File: src/rtl/mem_stage.sv
// Memory-access stage: passes ALU results through, runs one req/ack SRAM transaction per load/store.
// Latency: 1 edge for non-memory ops, 3 edges plus ack wait for memory ops; stalls upstream while busy.
module mem_stage #(
    parameter int DATA_W = 32,
    parameter int STRB_W = 4
) (
    input  logic              clk,
    input  logic              rst,
    input  logic              flush,
    input  logic              in_valid,
    input  logic [4:0]        wd_i,
    input  logic              wreg_i,
    input  logic [DATA_W-1:0] wdata_i,
    input  logic [3:0]        mem_op_i,
    input  logic [DATA_W-1:0] mem_addr_i,
    input  logic [DATA_W-1:0] reg2_i,
    input  logic [DATA_W-1:0] inst_pc_i,
    input  logic [1:0]        excepttype_i,
    output logic              stallreq,
    output logic              data_req,
    output logic              data_we,
    output logic [DATA_W-1:0] data_addr,
    output logic [STRB_W-1:0] data_wstrb,
    output logic [DATA_W-1:0] data_wdata,
    input  logic [DATA_W-1:0] data_rdata,
    input  logic              data_ack,
    output logic              out_valid,
    output logic [4:0]        wd_o,
    output logic              wreg_o,
    output logic [DATA_W-1:0] wdata_o,
    output logic [DATA_W-1:0] inst_pc_o,
    output logic [1:0]        excepttype_o,
    output logic              ale_o
);

    typedef enum logic [1:0] {IDLE, REQ, DONE} state_t;

    state_t              state_q, state_d;
    logic                flushed_q, flushed_d;
    logic [4:0]          b_wd_q, b_wd_d;
    logic                b_wreg_q, b_wreg_d;
    logic [DATA_W-1:0]   b_pc_q, b_pc_d;
    logic [1:0]          b_exc_q, b_exc_d;
    logic [3:0]          b_op_q, b_op_d;
    logic [1:0]          b_off_q, b_off_d;
    logic [DATA_W-1:0]   b_res_q, b_res_d;

    logic                out_valid_d, wreg_d, ale_d;
    logic [4:0]          wd_d;
    logic [DATA_W-1:0]   wdata_d, inst_pc_d;
    logic [1:0]          exc_d;
    logic                data_req_d, data_we_d;
    logic [DATA_W-1:0]   data_addr_d, data_wdata_d;
    logic [STRB_W-1:0]   data_wstrb_d;

    logic       is_load, is_store, is_mem, is_half, is_word, misal, mem_ok;
    logic [1:0] off;
    logic [7:0] ld_byte;
    logic [15:0] ld_half;

    assign off      = mem_addr_i[1:0];
    assign is_load  = (mem_op_i >= 4'd1) && (mem_op_i <= 4'd5);
    assign is_store = (mem_op_i >= 4'd6) && (mem_op_i <= 4'd8);
    assign is_mem   = (is_load || is_store) && (excepttype_i == 2'b00);
    assign is_half  = (mem_op_i == 4'd2) || (mem_op_i == 4'd5) || (mem_op_i == 4'd7);
    assign is_word  = (mem_op_i == 4'd3) || (mem_op_i == 4'd8);
    assign misal    = is_mem && ((is_half && off[0]) || (is_word && (off != 2'b00)));
    assign mem_ok   = in_valid && !flush && is_mem && !misal;

    assign stallreq = (state_q == REQ) || ((state_q == IDLE) && mem_ok);

    always_comb begin
        ld_byte = data_rdata[7:0];
        case (b_off_q)
            2'd1:    ld_byte = data_rdata[15:8];
            2'd2:    ld_byte = data_rdata[23:16];
            2'd3:    ld_byte = data_rdata[31:24];
            default: ld_byte = data_rdata[7:0];
        endcase
        ld_half = b_off_q[1] ? data_rdata[31:16] : data_rdata[15:0];
    end

    always_comb begin
        state_d      = state_q;
        flushed_d    = flushed_q;
        b_wd_d       = b_wd_q;
        b_wreg_d     = b_wreg_q;
        b_pc_d       = b_pc_q;
        b_exc_d      = b_exc_q;
        b_op_d       = b_op_q;
        b_off_d      = b_off_q;
        b_res_d      = b_res_q;
        out_valid_d  = 1'b0;
        wreg_d       = 1'b0;
        ale_d        = ale_o;
        wd_d         = wd_o;
        wdata_d      = wdata_o;
        inst_pc_d    = inst_pc_o;
        exc_d        = excepttype_o;
        data_req_d   = data_req;
        data_we_d    = data_we;
        data_addr_d  = data_addr;
        data_wstrb_d = data_wstrb;
        data_wdata_d = data_wdata;

        case (state_q)
            IDLE: begin
                if (!in_valid || flush) begin
                    state_d = IDLE;
                end else if (mem_ok) begin
                    state_d      = REQ;
                    flushed_d    = 1'b0;
                    b_wd_d       = wd_i;
                    b_wreg_d     = wreg_i;
                    b_pc_d       = inst_pc_i;
                    b_exc_d      = excepttype_i;
                    b_op_d       = mem_op_i;
                    b_off_d      = off;
                    data_req_d   = 1'b1;
                    data_we_d    = is_store;
                    data_addr_d  = {mem_addr_i[DATA_W-1:2], 2'b00};
                    data_wstrb_d = 4'b0000;
                    data_wdata_d = reg2_i;
                    case (mem_op_i)
                        4'd6: begin
                            data_wstrb_d = 4'b0001 << off;
                            data_wdata_d = {4{reg2_i[7:0]}};
                        end
                        4'd7: begin
                            data_wstrb_d = 4'b0011 << off;
                            data_wdata_d = {2{reg2_i[15:0]}};
                        end
                        4'd8:    data_wstrb_d = 4'b1111;
                        default: data_wstrb_d = 4'b0000;
                    endcase
                end else begin
                    out_valid_d = 1'b1;
                    wd_d        = wd_i;
                    wreg_d      = wreg_i && !misal;
                    wdata_d     = wdata_i;
                    inst_pc_d   = inst_pc_i;
                    exc_d       = excepttype_i;
                    ale_d       = misal;
                end
            end
            REQ: begin
                // A flush here cannot abort the bus transaction; it only suppresses the result.
                if (flush) flushed_d = 1'b1;
                if (data_ack) begin
                    data_req_d = 1'b0;
                    flushed_d  = 1'b0;
                    state_d    = (flushed_q || flush) ? IDLE : DONE;
                    case (b_op_q)
                        4'd1:    b_res_d = {{24{ld_byte[7]}}, ld_byte};
                        4'd2:    b_res_d = {{16{ld_half[15]}}, ld_half};
                        4'd3:    b_res_d = data_rdata;
                        4'd4:    b_res_d = {24'd0, ld_byte};
                        4'd5:    b_res_d = {16'd0, ld_half};
                        default: b_res_d = '0;
                    endcase
                end
            end
            DONE: begin
                state_d = IDLE;
                if (!flush) begin
                    out_valid_d = 1'b1;
                    wd_d        = b_wd_q;
                    wreg_d      = b_wreg_q;
                    wdata_d     = b_res_q;
                    inst_pc_d   = b_pc_q;
                    exc_d       = b_exc_q;
                    ale_d       = 1'b0;
                end
            end
            default: state_d = IDLE;
        endcase
    end

    always_ff @(posedge clk) begin
        if (rst) begin
            state_q      <= IDLE;
            flushed_q    <= 1'b0;
            b_wd_q       <= '0;
            b_wreg_q     <= 1'b0;
            b_pc_q       <= '0;
            b_exc_q      <= '0;
            b_op_q       <= '0;
            b_off_q      <= '0;
            b_res_q      <= '0;
            out_valid    <= 1'b0;
            wd_o         <= '0;
            wreg_o       <= 1'b0;
            wdata_o      <= '0;
            inst_pc_o    <= '0;
            excepttype_o <= '0;
            ale_o        <= 1'b0;
            data_req     <= 1'b0;
            data_we      <= 1'b0;
            data_addr    <= '0;
            data_wstrb   <= '0;
            data_wdata   <= '0;
        end else begin
            state_q      <= state_d;
            flushed_q    <= flushed_d;
            b_wd_q       <= b_wd_d;
            b_wreg_q     <= b_wreg_d;
            b_pc_q       <= b_pc_d;
            b_exc_q      <= b_exc_d;
            b_op_q       <= b_op_d;
            b_off_q      <= b_off_d;
            b_res_q      <= b_res_d;
            out_valid    <= out_valid_d;
            wd_o         <= wd_d;
            wreg_o       <= wreg_d;
            wdata_o      <= wdata_d;
            inst_pc_o    <= inst_pc_d;
            excepttype_o <= exc_d;
            ale_o        <= ale_d;
            data_req     <= data_req_d;
            data_we      <= data_we_d;
            data_addr    <= data_addr_d;
            data_wstrb   <= data_wstrb_d;
            data_wdata   <= data_wdata_d;
        end
    end

endmodule

File: config.mk
export PLATFORM = sky130hd
export DESIGN_NAME = mem_stage
export DESIGN_NICKNAME = d
export VERILOG_FILES = /design/src/rtl/mem_stage.sv
export SDC_FILE = /design/constraint.sdc
export NUM_CORES = 1
export LEC_CHECK = 0
export ABC_AREA = 1
export CAP_MARGIN = 10
export CORE_MARGIN = 4
export CORE_UTILIZATION = 51
export DETAILED_ROUTE_END_ITERATION = 7
export PLACE_DENSITY = 0.95
export SLEW_MARGIN = 20
export SYNTH_ARGS = -nofsm -noshare
export SYNTH_HDL_FRONTEND = slang
export SYNTH_SLANG_ARGS = --single-unit
File: constraint.sdc
create_clock -name clk -period 4.52 [get_ports clk]
set_input_delay 0.904 -clock clk [delete_from_list [all_inputs] [get_ports clk]]
set_output_delay 0.904 -clock clk [all_outputs]
set_load 0.01 [all_outputs]
Word level (Yosys, flattened, before mapping)
Cells that the tools add are included.
Storage, ports and cells
  bits in registers: 223
  input bits: 177
  output and inout bits: 145
  logic and storage cells: 131
Operators by class
  magnitude comparators: 4
  equal/unequal tests: 23
  shifts and indexed selects: 2
  multiplexer cells: 47
  bitwise gates (word level): 1
  reductions and logical operators: 33
Operator list (count)
  $mux W32: 6
  $pmux W32 S2: 3
  $pmux W32 S5: 1
  $pmux W8 S3: 1
  $eq A4 B3 Y1 const B: 5
  $eq A4 B2 Y1 const B: 4
  $mux W1: 16
  $mux W16: 1
  $mux W5: 3
  $mux W2: 7
  $pmux W4 S3: 1
  $reduce_and A4 Y1: 3
  $logic_and A1 B1 Y1: 11
  $ne A2 B2 Y1 const B: 5
  $pmux W1 S2: 5
  $pmux W5 S2: 1
  $logic_or A1 B1 Y1: 8
  $pmux W2 S2: 2
  $eq A2 B2 Y1 const B: 3
  $reduce_bool A2 Y1: 3
  $eq A2 B1 Y1 const B: 2
  $eq A4 B1 Y1 const B: 1
  $eq A4 B4 Y1 const B: 1
  $ge A4 B1 Y1 const B: 1
  other kinds (12): 16

Logic depth before layout (Yosys ltp)
Gate-level depths: netlist (run 1).
  word-level depth: 11
  mapped depth: 12
  mapped depth without buffers: 11

Worst setup path before layout (run 1)
OpenSTA, ideal clock, no wires.
  kind: input to output
  start: in mem_op_i[0]
  end: out stallreq
  arrival time: 2016 ps
  data required time: 3616 ps
  path slack: 1600 ps
  cell stages on the path: 9
  path buffers: 2
  path through: nor2_1 -> nor2_1 -> nor2_1 -> nand3_1 -> nor2_4 -> nand2_4 -> buf_4 -> buf_2 -> nand2_1
On the way
  longest elaborated chain between the ends: 10
  elaborated cells on any way between the ends: 25
  classes of those cells: 4 x order compare; 5 x eq/ne; 16 x reduce/logical
Ends and longest elaborated chain
  start: declaration: line 14  | input logic [3:0] mem_op_i,
  branches (longest 7 deep; another with $ge A4 B1 Y1)
  $logic_and A1 B1 Y1 (*): line 68  | assign mem_ok = in_valid && !flush && is_mem && !misal;
  $logic_and A1 B1 Y1 (*): line 70  | assign stallreq = (state_q == REQ) || ((state_q == IDLE) && mem_ok);
  $logic_or A1 B1 Y1 (*): line 70
  end: declaration: line 19  | output logic stallreq,
Mark *: on every way between the ends.

Worst setup path after layout (run 1)
Ends and elaborated chain as after synthesis.

==> results of run 1 <==
## area by class of cell
class                   instances  area (µm²)  share of cell area [%]
clock buffers                  39       798.3                   5.481
repair buffers                335        3327                   22.84
well taps                     270       337.8                   2.320
multi-input cells            1156        5017                   34.45
diodes                          1       2.502                 0.01718
inverters                     136       510.5                   3.505
flip-flops and latches        223        4464                   30.65
clock inverters                 5       106.4                  0.7302
## worst max-delay path by stage
stage / to
3_5_place_dp: stallreq
3_3_place_gp: stallreq
2_1_floorplan: stallreq
5_1_grt: stallreq
4_1_cts: stallreq
6_report: stallreq
## where the power goes
group / internal (mW) / switching, mW / total [mW] / leakage [nW]
sequential: 2.03 / 0.0360 / 2.06 / 1.81
clock: 1.38 / 0.819 / 2.19 / 0.444
combinational: 0.316 / 0.309 / 0.626 / 3.89
total: 3.72 / 1.16 / 4.88 / 6.15
## per-layer routing
layer | vias up | part of all wire, % | global-route usage (%)
li1 | 5664 | - | -
met1 | 5307 | 38 | 36.35
met2 | 590 | 47 | 50.23
met3 | 140 | 10 | 8.239
met4 | 0 | 5.3 | 14.15
met5 | - | 0 | 0
## cell usage after synthesis
| master | number |
|---|---|
| nand3_1 | 235 |
| a21oi_1 | 138 |
| clkbuf_1 | 63 |
| o21ai_0 | 80 |
| dfxtp_1 | 223 |
| buf_2 | 34 |
| inv_1 | 131 |
| nor2_1 | 182 |
| or2_2 | 4 |
| o21ai_2 | 1 |
| o21ai_1 | 1 |
| o211ai_1 | 5 |
| inv_2 | 2 |
| and3_1 | 1 |
| nor2_2 | 1 |
| o21a_1 | 1 |
| nand2_2 | 1 |
| nor2_4 | 2 |
| conb_1 | 1 |
| buf_6 | 4 |
| nand2_4 | 1 |
| clkinv_1 | 3 |
| nand4_1 | 5 |
| nand2_1 | 495 |
| nor3_1 | 1 |
| buf_4 | 11 |
| buf_1 | 2 |
## worst max-delay path, cell delays in order
cell and delay [ps]:
clkdlybuf4s50_1 510, nor2_1 250, nor2_1 70, nor2_1 110
nand3_1 160, nor2_4 230, nand2_8 70, nand2_1 150
clkdlybuf4s50_1 570
## per-stage QoR
stage / setup WS [ps] / utilization, % / hold WS [ps]
after detailed placement: 611.4 / 67.47 / 429.6
after global routing: 447.8 / 71.96 / 457.9
final: 604.3 / 71.98 / 440.6
after CTS: 609.5 / 71.95 / 440.5
after floorplan: 1600 / - / 418.1
after global placement: 667.7 / 67.47 / 426.3
## sequential cells by signal, summed over array words and instances, names as in the netlist
| signal | cells |
|---|---|
| ale_o | 1 |
| b_exc_q | 2 |
| b_off_q | 2 |
| b_op_q | 4 |
| b_pc_q | 32 |
| b_res_q | 32 |
| b_wd_q | 5 |
| b_wreg_q | 1 |
| data_addr | 30 |
| data_req | 1 |
| data_wdata | 32 |
| data_we | 1 |
| data_wstrb | 4 |
| excepttype_o | 2 |
| flushed_q | 1 |
| inst_pc_o | 32 |
| out_valid | 1 |
| state_q | 2 |
| wd_o | 5 |
| wdata_o | 32 |
| wreg_o | 1 |
## cell families (layout without fill, tap and decap cells)
logic type	Yosys count	in the layout
AO/OA/AOI/OAI	226	226
buffers and inverters	250	515
flip-flops	223	223
other	1	3
AND/OR/NAND/NOR	928	928
==> metrics.txt, run 1 <==
DR DRC count=0; final RePlAce weighted congestion=0.8998; CTS root buffer=clkbuf_16; initial antenna violation count=0; CTS tree=yes; Power per Cell Area=335.3 nW/µm²; Post-DP HPWL=24490 µm; outcome=finished clean; Adder-Cell Fraction of Synth Area=0%; cell count after synthesis=1628; Pins Over Slew Limit=0; post-synth top area cell=dfxtp_1; DIE AREA=22950 µm²; Placed Area=13650 µm²; site row count=52; Slew headroom=43.55%; Clock Pin Slew Worst Setup and Hold Paths=60 ps; Final nets=2054; DR pass1 iterations=7; total track usage=30.21%; R2R Path End=b_res_q[15]; R2R Path Start=b_off_q[1]; Max-Cap Viols=0; depth of the worst register-to-register path=9; crit path kind=in -> out; fin cells=2165; Synth warnings=0; P&R area growth vs syn=38.69%; WP data arrival=3010 ps; largest family of logic cells by synthesized area=simple AND/OR/NAND/NOR gates; Synth cell types=27; vias per std cell=5.405; Tmin final=3916 ps; Final ANT Viol Nets=0; Hold/Removal Path Class=reg -> reg; most common cell after layout, fill and taps aside=nand2_1; Critical Path Start=mem_op_i[0]; # setup viols final=0; clock buffer depth=3; Inserted Clock Buffers=25; sequential area share after synthesis=42.51%; Post-Synth Simple-Gate Area=36.48%; Worst-Margin Slew=846.8 ps; # port buffers=319; Worst-Skew Late Latency=520 ps; Synth top area share=42.51%; Max Clock Skew=12.14 ps; setup bufs post-CTS=0; Synth area leaders=dfxtp_1, nand2_1, nand3_1, a21oi_1, nor2_1; first-pass GRT wire length=56570 µm; fin crit share=86.63%; TNS Setup=0 ps; Total Power=4.884 mW; chip width=151.5 µm; Static Leak=6.150 nW; reg2reg setup slack=1630 ps; hold endpoint=b_exc_q[1]; Setup crit start kind=input port; starting density of the core=51.90%; worst endpoint required time=3620 ps; Vias=11700; synthesized area per cell=6.450 µm²; H-Tree Depth=1; Post-Synth XOR/XNOR Area=0%; peak supply drop=453.5 µV; Hold Fails Final Rpt=0; Num Clock Sinks=223; die span in y=151.5 µm; HP Start=b_exc_q[1]; Crit Path Max Fanout=6; Crit. End Element=primary output; Fill cells=1546; hold path depth=2; Routed WL=36070 µm; unrepaired setup endpoints after global routing=false; # hold bufs at CTS=0; GRT Residual Overflow=0; I/O pin count=322; routed len/inst=16.66 µm; Syn Std Cell Area=10500 µm²; pin count of the biggest net entering global routing=171; vias in the first global route=11380; mux cell area share after synthesis=0%; commonest non-fill, non-tap cells in the layout=nand2_1, clkdlybuf4s50_1, nand3_1, dfxtp_1, nor2_1; dpl cells=2120; core region area=20230 µm²; post-cts repair resize count=0; drt first-iter violations=990; #FFs+latches synth=223; Synth Area in Compound Gates=10.95%; share of post-route cells with drive strength above 1=4.065%; final instance area=14560 µm²; fmax=255.4 MHz
(Power assumes the default switching activity.)
==> run 2, diff against run 1 <==
--- a/config.mk
+++ b/config.mk
@@ -11,6 +11,7 @@
 export CORE_UTILIZATION = 51
 export DETAILED_ROUTE_END_ITERATION = 7
 export PLACE_DENSITY = 0.95
+export REMOVE_ABC_BUFFERS = 1
 export SLEW_MARGIN = 20
 export SYNTH_ARGS = -nofsm -noshare
 export SYNTH_HDL_FRONTEND = slang
==> metrics.txt, run 2 (synthesis gave the netlist of run 1 again) <==
chip width=151.5 µm; site row count=52; Fill cells=1526; unrepaired setup endpoints after global routing=false; commonest non-fill, non-tap cells in the layout=nand2_1, clkdlybuf4s50_1, nand3_1, dfxtp_1, nor2_1; Vias=11540; drt first-iter violations=692; Clock Pin Slew Worst Setup and Hold Paths=60 ps; worst endpoint required time=3620 ps; DR DRC count=0; Setup crit start kind=input port; Pins Over Slew Limit=0; WP data arrival=2940 ps; peak supply drop=264.4 µV; Setup WS pre-CTS=686.6 ps; # hold bufs at CTS=0; DIE AREA=22950 µm²; total track usage=28.44%; Slew headroom=35.56%; most common cell after layout, fill and taps aside=nand2_1; core region area=20230 µm²; dpl cells=2121; fin crit share=85.01%; Tmin final=3842 ps; Min Hold Slack=442.0 ps; final setup margin=677.5 ps; Final nets=2054; Worst-Margin Slew=966.6 ps; final instance area=14500 µm²; Static Leak=6.118 nW; Crit Path Max Fanout=6; CTS root buffer=clkbuf_16; P&R area growth vs syn=38.08%; final RePlAce weighted congestion=0.8913; post-cts repair resize count=0; Total Power=4.751 mW; Num Clock Sinks=223; I/O pin count=322; routed len/inst=15.67 µm; fin cells=2165; Max-Cap Viols=0; # setup viols final=0; GRT Residual Overflow=0; share of post-route cells with drive strength above 1=4.118%; Crit. End Element=primary output; crit path kind=in -> out; DR pass1 iterations=7; vias in the first global route=11030; first-pass GRT wire length=53520 µm; Inserted Clock Buffers=24; Final ANT Viol Nets=0; Post-DP HPWL=22630 µm; outcome=finished clean; Final Util=71.66%; clock buffer depth=3; Hold Fails Final Rpt=0; Power per Cell Area=327.7 nW/µm²; pin count of the biggest net entering global routing=119; initial antenna violation count=1; CTS tree=yes; die span in y=151.5 µm; H-Tree Depth=1; Worst-Skew Late Latency=510 ps; Hold/Removal Path Class=reg -> reg; Routed WL=33940 µm; setup bufs post-CTS=0; Placed Area=13650 µm²; TNS Setup=0 ps; # port buffers=319; fmax=260.2 MHz; starting density of the core=51.90%; Max Clock Skew=6.192 ps; vias per std cell=5.332
-- run 2: cell count changes in the layout (fill, tap and decap cells not counted) --
cell        previous run  this run
buf_12                 1         0
clkinvlp_4             1         3
clkbuf_8              12         5
clkbuf_1               2         1
inv_2                  4         3
buf_4                 15        17
clkinv_2               0         6
-- run 2: worst paths after layout --
| kind | from | to | slack (ps) | depth (start not counted) |
|---|---|---|---|---|
| setup / recovery | mem_op_i[0] | stallreq | 680 | 9 |
| hold / removal | b_exc_q[0] | b_exc_q[0] | 440 | 2 |
| setup reg to reg | b_off_q[1] | b_res_q[14] | 1590 | 9 |
| hold reg to reg | b_exc_q[0] | b_exc_q[0] | 440 | 2 |
-- run 2: critical path: stages --
cell             delay, ps
clkdlybuf4s50_1        490
nor2_1                 230
nor2_1                  60
nor2_1                 120
nand3_1                170
nor2_4                 220
nand2_8                 60
nand2_1                 80
clkdlybuf4s50_1        610
-- run 2: layer usage --
layer	GRT usage [%]	vias up	wire length [µm]
met1	33.20	5203	12770
met3	7.882	114	3409
met2	47.94	566	16140
met4	14.29	0	1622
li1	-	5661	-
met5	0	-	0
-- run 2: where the power goes --
part	switching (mW)	total [mW]	leakage [nW]	internal, mW
Sequential	0.0359	2.06	1.81	2.03
Clock	0.811	2.07	0.412	1.26
Combinational	0.299	0.615	3.89	0.316
Total	1.15	4.75	6.12	3.60
-- run 2: layout make-up --
type                    count  area, µm²  area share, %
diodes                      1      2.502        0.01726
clock buffers              31      698.2          4.815
clock inverters            12      146.4          1.010
inverters                 136      511.7          3.529
multi-input cells        1156       5017          34.60
flip-flops and latches    223       4464          30.79
well taps                 270      337.8          2.330
repair buffers            336       3322          22.91
==> run 3, diff against run 2 <==
--- a/config.mk
+++ b/config.mk
@@ -6,10 +6,10 @@
 export NUM_CORES = 1
 export LEC_CHECK = 0
 export ABC_AREA = 1
-export CAP_MARGIN = 10
 export CORE_MARGIN = 4
 export CORE_UTILIZATION = 51
 export DETAILED_ROUTE_END_ITERATION = 7
+export GPL_TIMING_DRIVEN = 0
 export PLACE_DENSITY = 0.95
 export REMOVE_ABC_BUFFERS = 1
 export SLEW_MARGIN = 20
==> metrics.txt, run 3 (synthesis gave the netlist of run 1 again) <==
outcome=finished clean; starting density of the core=51.90%; Clock Pin Slew Worst Setup and Hold Paths=50 ps; CTS tree=yes; DR pass1 iterations=7; # hold bufs at CTS=0; core region area=20230 µm²; first-pass GRT wire length=55260 µm; Routed WL=35680 µm; Tmin final=4371 ps; share of post-route cells with drive strength above 1=4.116%; Final ANT Viol Nets=0; most common cell after layout, fill and taps aside=nand2_1; GRT Residual Overflow=0; worst endpoint required time=3620 ps; pin count of the biggest net entering global routing=98; fin cells=2167; crit path kind=in -> out; DIE AREA=22950 µm²; Worst-Margin Slew=850.5 ps; Final nets=2059; Slew headroom=43.17%; Hold Fails Final Rpt=0; Inserted Clock Buffers=25; Power per Cell Area=311.7 nW/µm²; # port buffers=319; Hold/Removal Path Class=reg -> reg; Vias=11880; Worst-Skew Late Latency=510 ps; Setup crit start kind=input port; final instance area=14760 µm²; Static Leak=6.229 nW; commonest non-fill, non-tap cells in the layout=nand2_1, clkdlybuf4s50_1, nand3_1, dfxtp_1, nor2_1; fin crit share=96.70%; final RePlAce weighted congestion=0.8374; total track usage=29.64%; drt first-iter violations=845; I/O pin count=322; DR DRC count=0; Final Util=72.95%; Placed Area=13930 µm²; P&R area growth vs syn=40.57%; WP data arrival=3470 ps; Num Clock Sinks=223; routed len/inst=16.46 µm; Crit. End Element=primary output; TNS Setup=0 ps; chip width=151.5 µm; fmax=228.8 MHz; die span in y=151.5 µm; initial antenna violation count=2; clock buffer depth=3; unrepaired setup endpoints after global routing=false; reg2reg setup slack=1650 ps; Min Hold Slack=437.8 ps; Max Clock Skew=6.156 ps; Post-DP HPWL=23190 µm; # setup viols final=0; Pins Over Slew Limit=0; CTS root buffer=clkbuf_16; dpl cells=2121; Max-Cap Viols=0; Crit Path Max Fanout=80; vias per std cell=5.480; vias in the first global route=11520; site row count=52; peak supply drop=267.0 µV; H-Tree Depth=1; Fill cells=1488
## run 3: changes by cell type in the layout (fill, tap and decap cells not counted), sizes merged
cell and change:
bufbuf +3, bufinv -2, clkbuf +5, clkdlybuf4s15 +1
clkdlybuf4s50 -3, clkinv -2, clkinvlp -3, diode +1
dlygate4sd2 +2, inv -1, nand2 +1
## run 3: layout make-up
class / instances / area [µm²] / area share [%]
Antenna cell: 2 / 5.005 / 0.03390
Multi-Input combinational cell: 1157 / 5051 / 34.22
Inverter: 136 / 518.0 / 3.509
Tap cell: 270 / 337.8 / 2.289
Clock inverter: 4 / 48.80 / 0.3306
Timing Repair Buffer: 339 / 3640 / 24.66
Clock buffer: 36 / 696.9 / 4.721
Sequential cell: 223 / 4464 / 30.24
## run 3: repair_timing
| item | 4_1_cts | 5_1_grt |
|---|---|---|
| setup endpoints to repair | 1 | 1 |
| buffers inserted | 2 | 0 |
| gates cloned | 4 | 0 |
| pin swaps | 3 | 0 |
| resized for setup | 7 | 0 |
## run 3: worst paths after layout
check,cells after the start,endpoint,start
max,14,stallreq,mem_op_i[1]
min,2,b_exc_q[1],b_exc_q[1]
max reg2reg,9,b_res_q[11],b_off_q[1]
min reg2reg,2,b_exc_q[1],b_exc_q[1]
## run 3: metrics by stage
step | worst slack (ps) | power (mW)
final | 149.1 | 4.601
after global routing | 16.11 | 4.752
after CTS | 84.27 | 4.621
after detailed placement | -1060 | 2.724
after global placement | -7644 | 2.703
after floorplan | -3097 | 2.351
## run 3: report_power, final
group          switching, mW  total, mW  internal (mW)
logic                  0.306      0.636          0.330
registers             0.0342       2.06           2.03
clock network          0.788       1.90           1.11
## run 3: critical path, cell delays in order
cell and delay (ps):
clkdlybuf4s50_1 480, nand2_1 140, inv_2 110, nand2_1 70, nand2_1 50, nand2_1 70, nand2_2 100, nor2_4 190
buf_12 180, buf_16 280, nand2_8 200, buf_16 240, nand2_1 90, clkdlybuf4s15_2 270
## run 3: metal layers
layer / global-route usage [%] / vias up / wire length (µm)
met5: 0 / - / 0
met4: 15.77 / 0 / 1660
met3: 8.447 / 122 / 3966
met2: 51.41 / 653 / 17150
met1: 32.86 / 5425 / 12910
li1: - / 5676 / -
